`config.mk`:
```
export PLATFORM = sky130hd
export DESIGN_NAME = control_unit
export DESIGN_NICKNAME = d
export VERILOG_FILES = /design/src/rtl/cpu_pkg.sv /design/src/rtl/cu_decode.sv /design/src/rtl/control_unit.sv
export SDC_FILE = /design/constraint.sdc
export NUM_CORES = 1
export LEC_CHECK = 0
export ABC_AREA = 0
export CAP_MARGIN = 40
export CORE_ASPECT_RATIO = 1.25
export CORE_MARGIN = 3
export CORE_UTILIZATION = 45
export CTS_CLUSTER_SIZE = 30
export DETAILED_ROUTE_END_ITERATION = 12
export DONT_BUFFER_PORTS = 1
export GPL_TIMING_DRIVEN = 0
export PLACE_DENSITY = 0.62
export SLEW_MARGIN = 15
export SYNTH_ARGS = -nofsm -noshare
export SYNTH_HDL_FRONTEND = slang
export SYNTH_SLANG_ARGS = --single-unit
```
`constraint.sdc`:
```
create_clock -name Clock -period 6.3 [get_ports Clock]
set_input_delay 0.945 -clock Clock [delete_from_list [all_inputs] [get_ports Clock]]
set_output_delay 0.945 -clock Clock [all_outputs]
set_load 0.02 [all_outputs]
```
`src/rtl/cpu_pkg.sv`:
```
// Shared CPU encodings: opcodes, ALU op constants, control-unit states and instruction classes.
// Defining CU_SINGLE_STEP_EN adds the PAUSE state used by single-step mode.
package cpu_pkg;

  localparam logic [4:0] OP_LD   = 5'b00000, OP_LDI  = 5'b00001, OP_ST   = 5'b00010;
  localparam logic [4:0] OP_ADD  = 5'b00011, OP_SUB  = 5'b00100, OP_SHR  = 5'b00101;
  localparam logic [4:0] OP_SHRA = 5'b00110, OP_SHL  = 5'b00111, OP_ROR  = 5'b01000;
  localparam logic [4:0] OP_ROL  = 5'b01001, OP_AND  = 5'b01010, OP_OR   = 5'b01011;
  localparam logic [4:0] OP_ADDI = 5'b01100, OP_ANDI = 5'b01101, OP_ORI  = 5'b01110;
  localparam logic [4:0] OP_DIV  = 5'b01111, OP_MUL  = 5'b10000, OP_NEG  = 5'b10001;
  localparam logic [4:0] OP_NOT  = 5'b10010, OP_BR   = 5'b10011, OP_JR   = 5'b10100;
  localparam logic [4:0] OP_JAL  = 5'b10101, OP_IN   = 5'b10110, OP_OUT  = 5'b10111;
  localparam logic [4:0] OP_MFHI = 5'b11000, OP_MFLO = 5'b11001, OP_NOP  = 5'b11010;
  localparam logic [4:0] OP_HALT = 5'b11011;

  // ALU select used for address and branch-target arithmetic
  localparam logic [4:0] ALU_ADD = OP_ADD;

  typedef enum logic [3:0] {
    S_RST = 4'd0, S_T0, S_T1, S_T2, S_T3, S_T4, S_T5, S_T6, S_T7, S_HALT
`ifdef CU_SINGLE_STEP_EN
    , S_PAUSE
`endif
  } state_t;

  typedef enum logic [3:0] {
    C_NOP, C_LD, C_LDI, C_ST, C_ALU_R, C_ALU_I, C_MULDIV, C_NEGNOT,
    C_BR, C_JR, C_JAL, C_IN, C_OUT, C_MFHI, C_MFLO, C_HALT
  } iclass_t;

  // Field order matches the output concatenation in control_unit
  typedef struct packed {
    logic gra, grb, grc, r_in, r_out, ba_out, pc_in, ir_in, mar_in, mdr_in, y_in, z_in, hi_in, lo_in;
    logic pc_out, mdr_out, zhigh_out, zlow_out, hi_out, lo_out, c_out, inport_out;
    logic read, write, inc_pc, outport_in;
  } ctrl_t;

  function automatic state_t last_state(iclass_t c);
    case (c)
      C_LD, C_ST:                return S_T7;
      C_MULDIV, C_BR:            return S_T6;
      C_ALU_R, C_ALU_I, C_LDI:   return S_T5;
      C_NEGNOT, C_JAL:           return S_T4;
      default:                   return S_T3;
    endcase
  endfunction

endpackage

```
`src/rtl/cu_decode.sv`:
```
// Combinational opcode-to-instruction-class decoder; undefined opcodes decode as nop.
module cu_decode
  import cpu_pkg::*;
(
  input  logic [4:0] op_i,
  output iclass_t    cls_o
);

  always_comb begin
    cls_o = C_NOP;
    case (op_i)
      OP_LD:                                  cls_o = C_LD;
      OP_LDI:                                 cls_o = C_LDI;
      OP_ST:                                  cls_o = C_ST;
      OP_ADD, OP_SUB, OP_SHR, OP_SHRA, OP_SHL,
      OP_ROR, OP_ROL, OP_AND, OP_OR:          cls_o = C_ALU_R;
      OP_ADDI, OP_ANDI, OP_ORI:               cls_o = C_ALU_I;
      OP_MUL, OP_DIV:                         cls_o = C_MULDIV;
      OP_NEG, OP_NOT:                         cls_o = C_NEGNOT;
      OP_BR:                                  cls_o = C_BR;
      OP_JR:                                  cls_o = C_JR;
      OP_JAL:                                 cls_o = C_JAL;
      OP_IN:                                  cls_o = C_IN;
      OP_OUT:                                 cls_o = C_OUT;
      OP_MFHI:                                cls_o = C_MFHI;
      OP_MFLO:                                cls_o = C_MFLO;
      OP_HALT:                                cls_o = C_HALT;
      default:                                cls_o = C_NOP;
    endcase
  end

endmodule

```
`src/rtl/control_unit.sv`:
```
// Moore control unit: fetch T0-T2, class-specific execute T3-T7, HALT. All outputs registered.
// Defining CU_SINGLE_STEP_EN adds a Step input and a PAUSE state after each instruction.
module control_unit
  import cpu_pkg::*;
(
  input  logic        Clock,
  input  logic        clear,
`ifdef CU_SINGLE_STEP_EN
  input  logic        Step,
`endif
  input  logic [31:0] IR,
  input  logic        CON_FF,
  input  logic        Stop,
  output logic        Gra, Grb, Grc, Rin, Rout, BAout,
  output logic        PCin, IRin, MARin, MDRin, Yin, Zin, HIin, LOin,
  output logic        PCout, MDRout, Zhighout, Zlowout, HIout, LOout, Cout, Inportout,
  output logic        Read, Write, IncPC, Outportin,
  output logic [4:0]  opcode,
  output logic        Run
);

  state_t     state_q, state_d;
  ctrl_t      ctrl_q, ctrl_d;
  logic [4:0] op_q, dec_op, opc_q, opc_d;
  logic       run_q, run_d;
  iclass_t    cls;
  logic       unused_ir;

  assign unused_ir = ^IR[26:0];

  // During T2 the class is taken straight from IR so T3 strobes are ready on the T2->T3 edge
  assign dec_op = (state_q == S_T2) ? IR[31:27] : op_q;

  cu_decode u_decode (.op_i(dec_op), .cls_o(cls));

`ifdef CU_SINGLE_STEP_EN
  logic step_q;
  localparam state_t S_DONE = S_PAUSE;
`else
  localparam state_t S_DONE = S_T0;
`endif

  always_comb begin
    state_d = state_q;
    case (state_q)
      S_RST:  state_d = S_T0;
      S_T0:   state_d = Stop ? S_HALT : S_T1;
      S_T1:   state_d = S_T2;
      S_T2:   state_d = S_T3;
      S_T3, S_T4, S_T5, S_T6, S_T7: begin
        if (state_q == last_state(cls) || state_q == S_T7)
          state_d = (cls == C_HALT) ? S_HALT : S_DONE;
        else
          state_d = state_t'(state_q + 4'd1);
      end
      S_HALT: state_d = S_HALT;
`ifdef CU_SINGLE_STEP_EN
      S_PAUSE: if (Step && !step_q) state_d = S_T0;
`endif
      default: state_d = S_RST;
    endcase
    if (clear) state_d = S_RST;
  end

  // Strobes are a function of the state being entered, so they register alongside it
  always_comb begin
    ctrl_d = '0;
    opc_d  = '0;
    run_d  = !(state_d inside {S_RST, S_HALT});
    case (state_d)
      S_T0: begin ctrl_d.pc_out = 1'b1; ctrl_d.mar_in = 1'b1; ctrl_d.inc_pc = 1'b1; ctrl_d.z_in = 1'b1; end
      S_T1: begin ctrl_d.zlow_out = 1'b1; ctrl_d.pc_in = 1'b1; ctrl_d.read = 1'b1; ctrl_d.mdr_in = 1'b1; end
      S_T2: begin ctrl_d.mdr_out = 1'b1; ctrl_d.ir_in = 1'b1; end
      S_T3: case (cls)
        C_LD, C_LDI, C_ST: begin ctrl_d.grb = 1'b1; ctrl_d.ba_out = 1'b1; ctrl_d.y_in = 1'b1; end
        C_ALU_R, C_ALU_I:  begin ctrl_d.grb = 1'b1; ctrl_d.r_out = 1'b1; ctrl_d.y_in = 1'b1; end
        C_MULDIV:          begin ctrl_d.gra = 1'b1; ctrl_d.r_out = 1'b1; ctrl_d.y_in = 1'b1; end
        C_BR:              begin ctrl_d.gra = 1'b1; ctrl_d.r_out = 1'b1; end
        C_NEGNOT: begin ctrl_d.grb = 1'b1; ctrl_d.r_out = 1'b1; ctrl_d.z_in = 1'b1; opc_d = dec_op; end
        C_JR:     begin ctrl_d.gra = 1'b1; ctrl_d.r_out = 1'b1; ctrl_d.pc_in = 1'b1; end
        C_JAL:    begin ctrl_d.pc_out = 1'b1; ctrl_d.grb = 1'b1; ctrl_d.r_in = 1'b1; end
        C_IN:     begin ctrl_d.inport_out = 1'b1; ctrl_d.gra = 1'b1; ctrl_d.r_in = 1'b1; end
        C_OUT:    begin ctrl_d.gra = 1'b1; ctrl_d.r_out = 1'b1; ctrl_d.outport_in = 1'b1; end
        C_MFHI:   begin ctrl_d.hi_out = 1'b1; ctrl_d.gra = 1'b1; ctrl_d.r_in = 1'b1; end
        C_MFLO:   begin ctrl_d.lo_out = 1'b1; ctrl_d.gra = 1'b1; ctrl_d.r_in = 1'b1; end
        default: ;
      endcase
      S_T4: case (cls)
        C_LD, C_LDI, C_ST: begin ctrl_d.c_out = 1'b1; ctrl_d.z_in = 1'b1; opc_d = ALU_ADD; end
        C_ALU_R:  begin ctrl_d.grc = 1'b1; ctrl_d.r_out = 1'b1; ctrl_d.z_in = 1'b1; opc_d = dec_op; end
        C_ALU_I:  begin ctrl_d.c_out = 1'b1; ctrl_d.z_in = 1'b1; opc_d = dec_op; end
        C_MULDIV: begin ctrl_d.grb = 1'b1; ctrl_d.r_out = 1'b1; ctrl_d.z_in = 1'b1; opc_d = dec_op; end
        C_BR:     begin ctrl_d.pc_out = 1'b1; ctrl_d.y_in = 1'b1; end
        C_NEGNOT: begin ctrl_d.zlow_out = 1'b1; ctrl_d.gra = 1'b1; ctrl_d.r_in = 1'b1; end
        C_JAL:    begin ctrl_d.gra = 1'b1; ctrl_d.r_out = 1'b1; ctrl_d.pc_in = 1'b1; end
        default: ;
      endcase
      S_T5: case (cls)
        C_LD, C_ST:                begin ctrl_d.zlow_out = 1'b1; ctrl_d.mar_in = 1'b1; end
        C_LDI, C_ALU_R, C_ALU_I:   begin ctrl_d.zlow_out = 1'b1; ctrl_d.gra = 1'b1; ctrl_d.r_in = 1'b1; end
        C_MULDIV:                  begin ctrl_d.zlow_out = 1'b1; ctrl_d.lo_in = 1'b1; end
        C_BR:     begin ctrl_d.c_out = 1'b1; ctrl_d.z_in = 1'b1; opc_d = ALU_ADD; end
        default: ;
      endcase
      S_T6: case (cls)
        C_LD:     begin ctrl_d.read = 1'b1; ctrl_d.mdr_in = 1'b1; end
        C_ST:     begin ctrl_d.gra = 1'b1; ctrl_d.r_out = 1'b1; ctrl_d.mdr_in = 1'b1; end
        C_MULDIV: begin ctrl_d.zhigh_out = 1'b1; ctrl_d.hi_in = 1'b1; end
        // CON_FF is sampled on the T5->T6 edge, while the datapath holds it valid
        C_BR:     begin ctrl_d.zlow_out = CON_FF; ctrl_d.pc_in = CON_FF; end
        default: ;
      endcase
      S_T7: case (cls)
        C_LD: begin ctrl_d.mdr_out = 1'b1; ctrl_d.gra = 1'b1; ctrl_d.r_in = 1'b1; end
        C_ST: ctrl_d.write = 1'b1;
        default: ;
      endcase
      default: ;
    endcase
  end

  always_ff @(posedge Clock) begin
    if (clear) begin
      state_q <= S_RST;
      ctrl_q  <= '0;
      opc_q   <= '0;
      run_q   <= 1'b0;
      op_q    <= '0;
    end else begin
      state_q <= state_d;
      ctrl_q  <= ctrl_d;
      opc_q   <= opc_d;
      run_q   <= run_d;
      if (state_q == S_T2) op_q <= IR[31:27];
    end
`ifdef CU_SINGLE_STEP_EN
    step_q <= clear ? 1'b0 : Step;
`endif
  end

  assign {Gra, Grb, Grc, Rin, Rout, BAout, PCin, IRin, MARin, MDRin, Yin, Zin, HIin, LOin,
          PCout, MDRout, Zhighout, Zlowout, HIout, LOout, Cout, Inportout,
          Read, Write, IncPC, Outportin} = ctrl_q;
  assign opcode = opc_q;
  assign Run    = run_q;

endmodule

```
==> results.json <==
{
  "number_of_global_route_vias_before_repair": 2377,
  "whs_path_depth": 2,
  "maximum_number_of_pins_on_one_net_before_global_route_repair": 15,
  "power_internal_uw": 547,
  "ctsHoldBuffers": 0,
  "p_clk_share_pct": 22.1,
  "vdd.ir_drop.worst_mv": 0.170,
  "number_of_drc_markers_after_the_initial_detailed_route_iteration": 143,
  "clockRootBuffer": "sky130_fd_sc_hd__clkbuf_8",
  "ant_nets": 0,
  "critical_path.max_fanout": 10,
  "achievable-frequency_mhz": 176,
  "syn-cell-area_um2": 2620,
  "share_comb_of_total_power_pct": 43.5,
  "grt_antenna_before_repair": 0,
  "hold_path_startpoint": "op_q[1]",
  "dieArea_um2": 6770,
  "async_flop_share_pct": 0,
  "numCtsBuffers": 5,
  "syn_area_per_cell_um2": 8.15,
  "first_pass_iters": 5,
  "max_stage_delay_ps": 820,
  "timing_max_transition_violations_final": 0,
  "htree_levels": 2,
  "pwr_density_cell_nw_per_um2": 345,
  "clockBufferDepth": 2,
  "timing.critical_path.from_type": "flip-flop",
  "synth-edff-count": 0,
  "track_usage_pct": 22.2,
  "synthesis.yosys.warnings": 0,
  "initial_core_util_pct": 47.4,
  "critical_path_arrival_ps": 5830,
  "routed_wire_length_per_instance_um": 18.4,
  "flow.area_growth_from_synthesis_pct": 7.46,
  "setup_cp_type": "flip-flop to flip-flop",
  "report.final.setup_viol": 0,
  "grt_first_pass_wirelength_mm": 11.8,
  "tns_ps": 0,
  "buffers_added_on_ports": 0,
  "top_level_ports": 68,
  "synthDominantAreaCellType": "sky130_fd_sc_hd__dfxtp_1",
  "path_cells": "ha_1 > or3b_4 > buf_6 > buf_6 > mux2i_1 > inv_1 > ha_1 > clkbuf_1 > nand2b_1 > a21oi_1 > o21ai_0 > nor2_1 > a211o_1 > a222oi_1 > o21a_2 > nor3_4 > buf_2 > o21ai_1 > nand3_1",
  "yosys_reg_bits": 40,
  "detailed_placement_hpwl_mm": 5.52,
  "grt_setup_unrepaired": "no",
  "timing.hold.worst_endpoint": "op_q[1]",
  "drcViolationCount": 0,
  "cp_num_buf_inv": 5,
  "design.final.nets": 371,
  "postSynthNetCount": 364,
  "sequentialPowerShare_pct": 34.5,
  "postSynthCellCount": 321,
  "postSynth.topFlopCell": "sky130_fd_sc_hd__dfxtp_1",
  "netlist_top_cells_area": "sky130_fd_sc_hd__dfxtp_1, sky130_fd_sc_hd__nor2_1, sky130_fd_sc_hd__nand2_1, sky130_fd_sc_hd__mux2i_1, sky130_fd_sc_hd__ha_1",
  "finalHoldViolations": 0,
  "worst_setup_path_end_kind": "flip-flop",
  "number_of_diodes": 0,
  "switchingPower_uw": 422,
  "worst_hold_path_type": "flip-flop to flip-flop",
  "drv.max_cap_violation_count": 0,
  "core_area_um2": 5520,
  "grt_remaining_overflow": 0,
  "yosysTopAreaCellShare_pct": 30.6,
  "rows": 30,
  "worst_slew_margin_rel_pct": 31.2,
  "clkLatencyLatePin_ps": 290,
  "number_of_gates_resized_after_cts": 0,
  "reg_to_reg_critical_path_endpoint": "Zin",
  "cts_num_sinks": 40,
  "p_leak_nw": 1.10,
  "worst_r2r_path_depth": 19,
  "cts_tree": "yes",
  "final_min_period_over_clock_period_pct": 89.9,
  "layout_common_cells": "sky130_fd_sc_hd__dfxtp_1, sky130_fd_sc_hd__nor2_1, sky130_fd_sc_hd__nand2_1",
  "netlist-cell-type-count": 69,
  "detail_route.vias_per_cell": 6.33,
  "clock_skew_ps": 8.26,
  "post-cts-setup-buffers": 0,
  "cp_data_required_time_ps": 6460,
  "outcome": "completed",
  "seq_area_frac_synth_pct": 30.6,
  "place_congestion": 0.933,
  "dieWidth_um": 74.2,
  "ratio_of_cells_with_drive_above_1_in_the_final_layout_pct": 13.1,
  "final_common_cell": "sky130_fd_sc_hd__dfxtp_1",
  "layout_min_cycle_time_ps": 5670,
  "worstReg2RegStart": "state_q[0]",
  "flop2flop_setup_slack_ps": 630,
  "swShare_pct": 43.6,
  "routed_wirelength_mm": 7.25,
  "clkTransAtPathRegs_ps": 80,
  "worst_path_dominant_cell_family": "compound AO/OA/AOI/OAI gates",
  "fillerInstances": 564,
  "cpMaxStageDelayCell": "sky130_fd_sc_hd__a222oi_1",
  "worstMarginPinSlew_ps": 1030,
  "die_height_um": 91.3,
  "final.hold.worst_slack_ps": 537,
  "vias": 2488
}
[how the worst max path moves through the flow]
stage | endpoint | cells after the start | slack, ps | startpoint
2_1_floorplan | Gra | 17 | 1680 | state_q[0]
3_3_place_gp | Zin | 18 | 700 | state_q[0]
3_5_place_dp | Zin | 18 | 690 | state_q[0]
4_1_cts | Zin | 18 | 650 | state_q[0]
5_1_grt | opcode[0] | 18 | 110 | state_q[0]
6_report | Zin | 19 | 630 | state_q[0]
[kinds of logic (layout without fill, tap and decap cells)]
kind of cell	Yosys count	count (layout)	synth area share [%]
AO/OA/AOI/OAI	90	90	26.6
AND/OR/NAND/NOR	144	144	29.4
adder cells (fa/ha/maj)	7	7	3.35
multiplexers	12	12	4.88
buffers and inverters	28	36	5.17
flip-flops	40	40	30.6
[power groups by stage]
stage / Sequential [mW] / Combinational [mW] / Clock (mW)
final: 0.334 / 0.422 / 0.214
after global routing: 0.338 / 0.460 / 0.232
after floorplan: 0.334 / 0.325 / 0
after CTS: 0.336 / 0.415 / 0.221
after detailed placement: 0.342 / 0.413 / 0
after global placement: 0.341 / 0.414 / 0
[stage by stage]
stage | utilization (%) | area, µm² | setup WS [ps] | cells | total power [mW]
finish | 51.0 | 2810 | 634 | 393 | 0.970
global route | 51.0 | 2810 | 112 | 393 | 1.03
CTS | 51.0 | 2810 | 647 | 393 | 0.972
detailed placement | 48.9 | 2700 | 692 | 385 | 0.755
global placement | 48.9 | 2700 | 700 | 385 | 0.755
floorplan | - | 2620 | 1680 | 321 | 0.659
[synth_stat cells, types with 3 or more instances]
master,n
sky130_fd_sc_hd__dfxtp_1,40
sky130_fd_sc_hd__nor2_1,39
sky130_fd_sc_hd__nand2_1,25
sky130_fd_sc_hd__nor3_1,17
sky130_fd_sc_hd__nand3_1,14
sky130_fd_sc_hd__o21ai_0,14
sky130_fd_sc_hd__clkbuf_1,10
sky130_fd_sc_hd__inv_1,10
sky130_fd_sc_hd__mux2i_1,9
sky130_fd_sc_hd__nand2b_1,9
sky130_fd_sc_hd__o21ai_1,9
sky130_fd_sc_hd__a21oi_1,8
sky130_fd_sc_hd__nor2b_1,8
sky130_fd_sc_hd__o211ai_1,8
sky130_fd_sc_hd__ha_1,7
sky130_fd_sc_hd__nand4_1,7
sky130_fd_sc_hd__nand3b_1,5
sky130_fd_sc_hd__and2_1,4
sky130_fd_sc_hd__a211oi_1,3
sky130_fd_sc_hd__a21o_1,3
sky130_fd_sc_hd__a31oi_1,3
sky130_fd_sc_hd__buf_2,3
sky130_fd_sc_hd__buf_6,3
sky130_fd_sc_hd__o211a_1,3
sky130_fd_sc_hd__o21a_1,3
sky130_fd_sc_hd__o311a_1,3
[tightest hold or removal path, cell delays in order, from the launching register on]
cell and delay, ps:
sky130_fd_sc_hd__dfxtp_1 310, sky130_fd_sc_hd__mux2i_1 100, sky130_fd_sc_hd__nor2_1 90
[layout make-up]
type,instances,area [µm²],area share (%)
clock buffer,5,68.8,2.45
inverter,11,41.3,1.47
clock inverter,3,46.3,1.65
multi-input combinational,253,1680,59.8
tap,64,80.1,2.85
sequential,40,801,28.5
buffer,17,93.8,3.34
[routing by layer]
metal	share of wire [%]	global-route usage (%)
met1	42	27.0
met4	2.5	8.61
met3	4.1	4.10
met5	0	0
met2	52	37.7
Power figures use the tool's default switching activity.
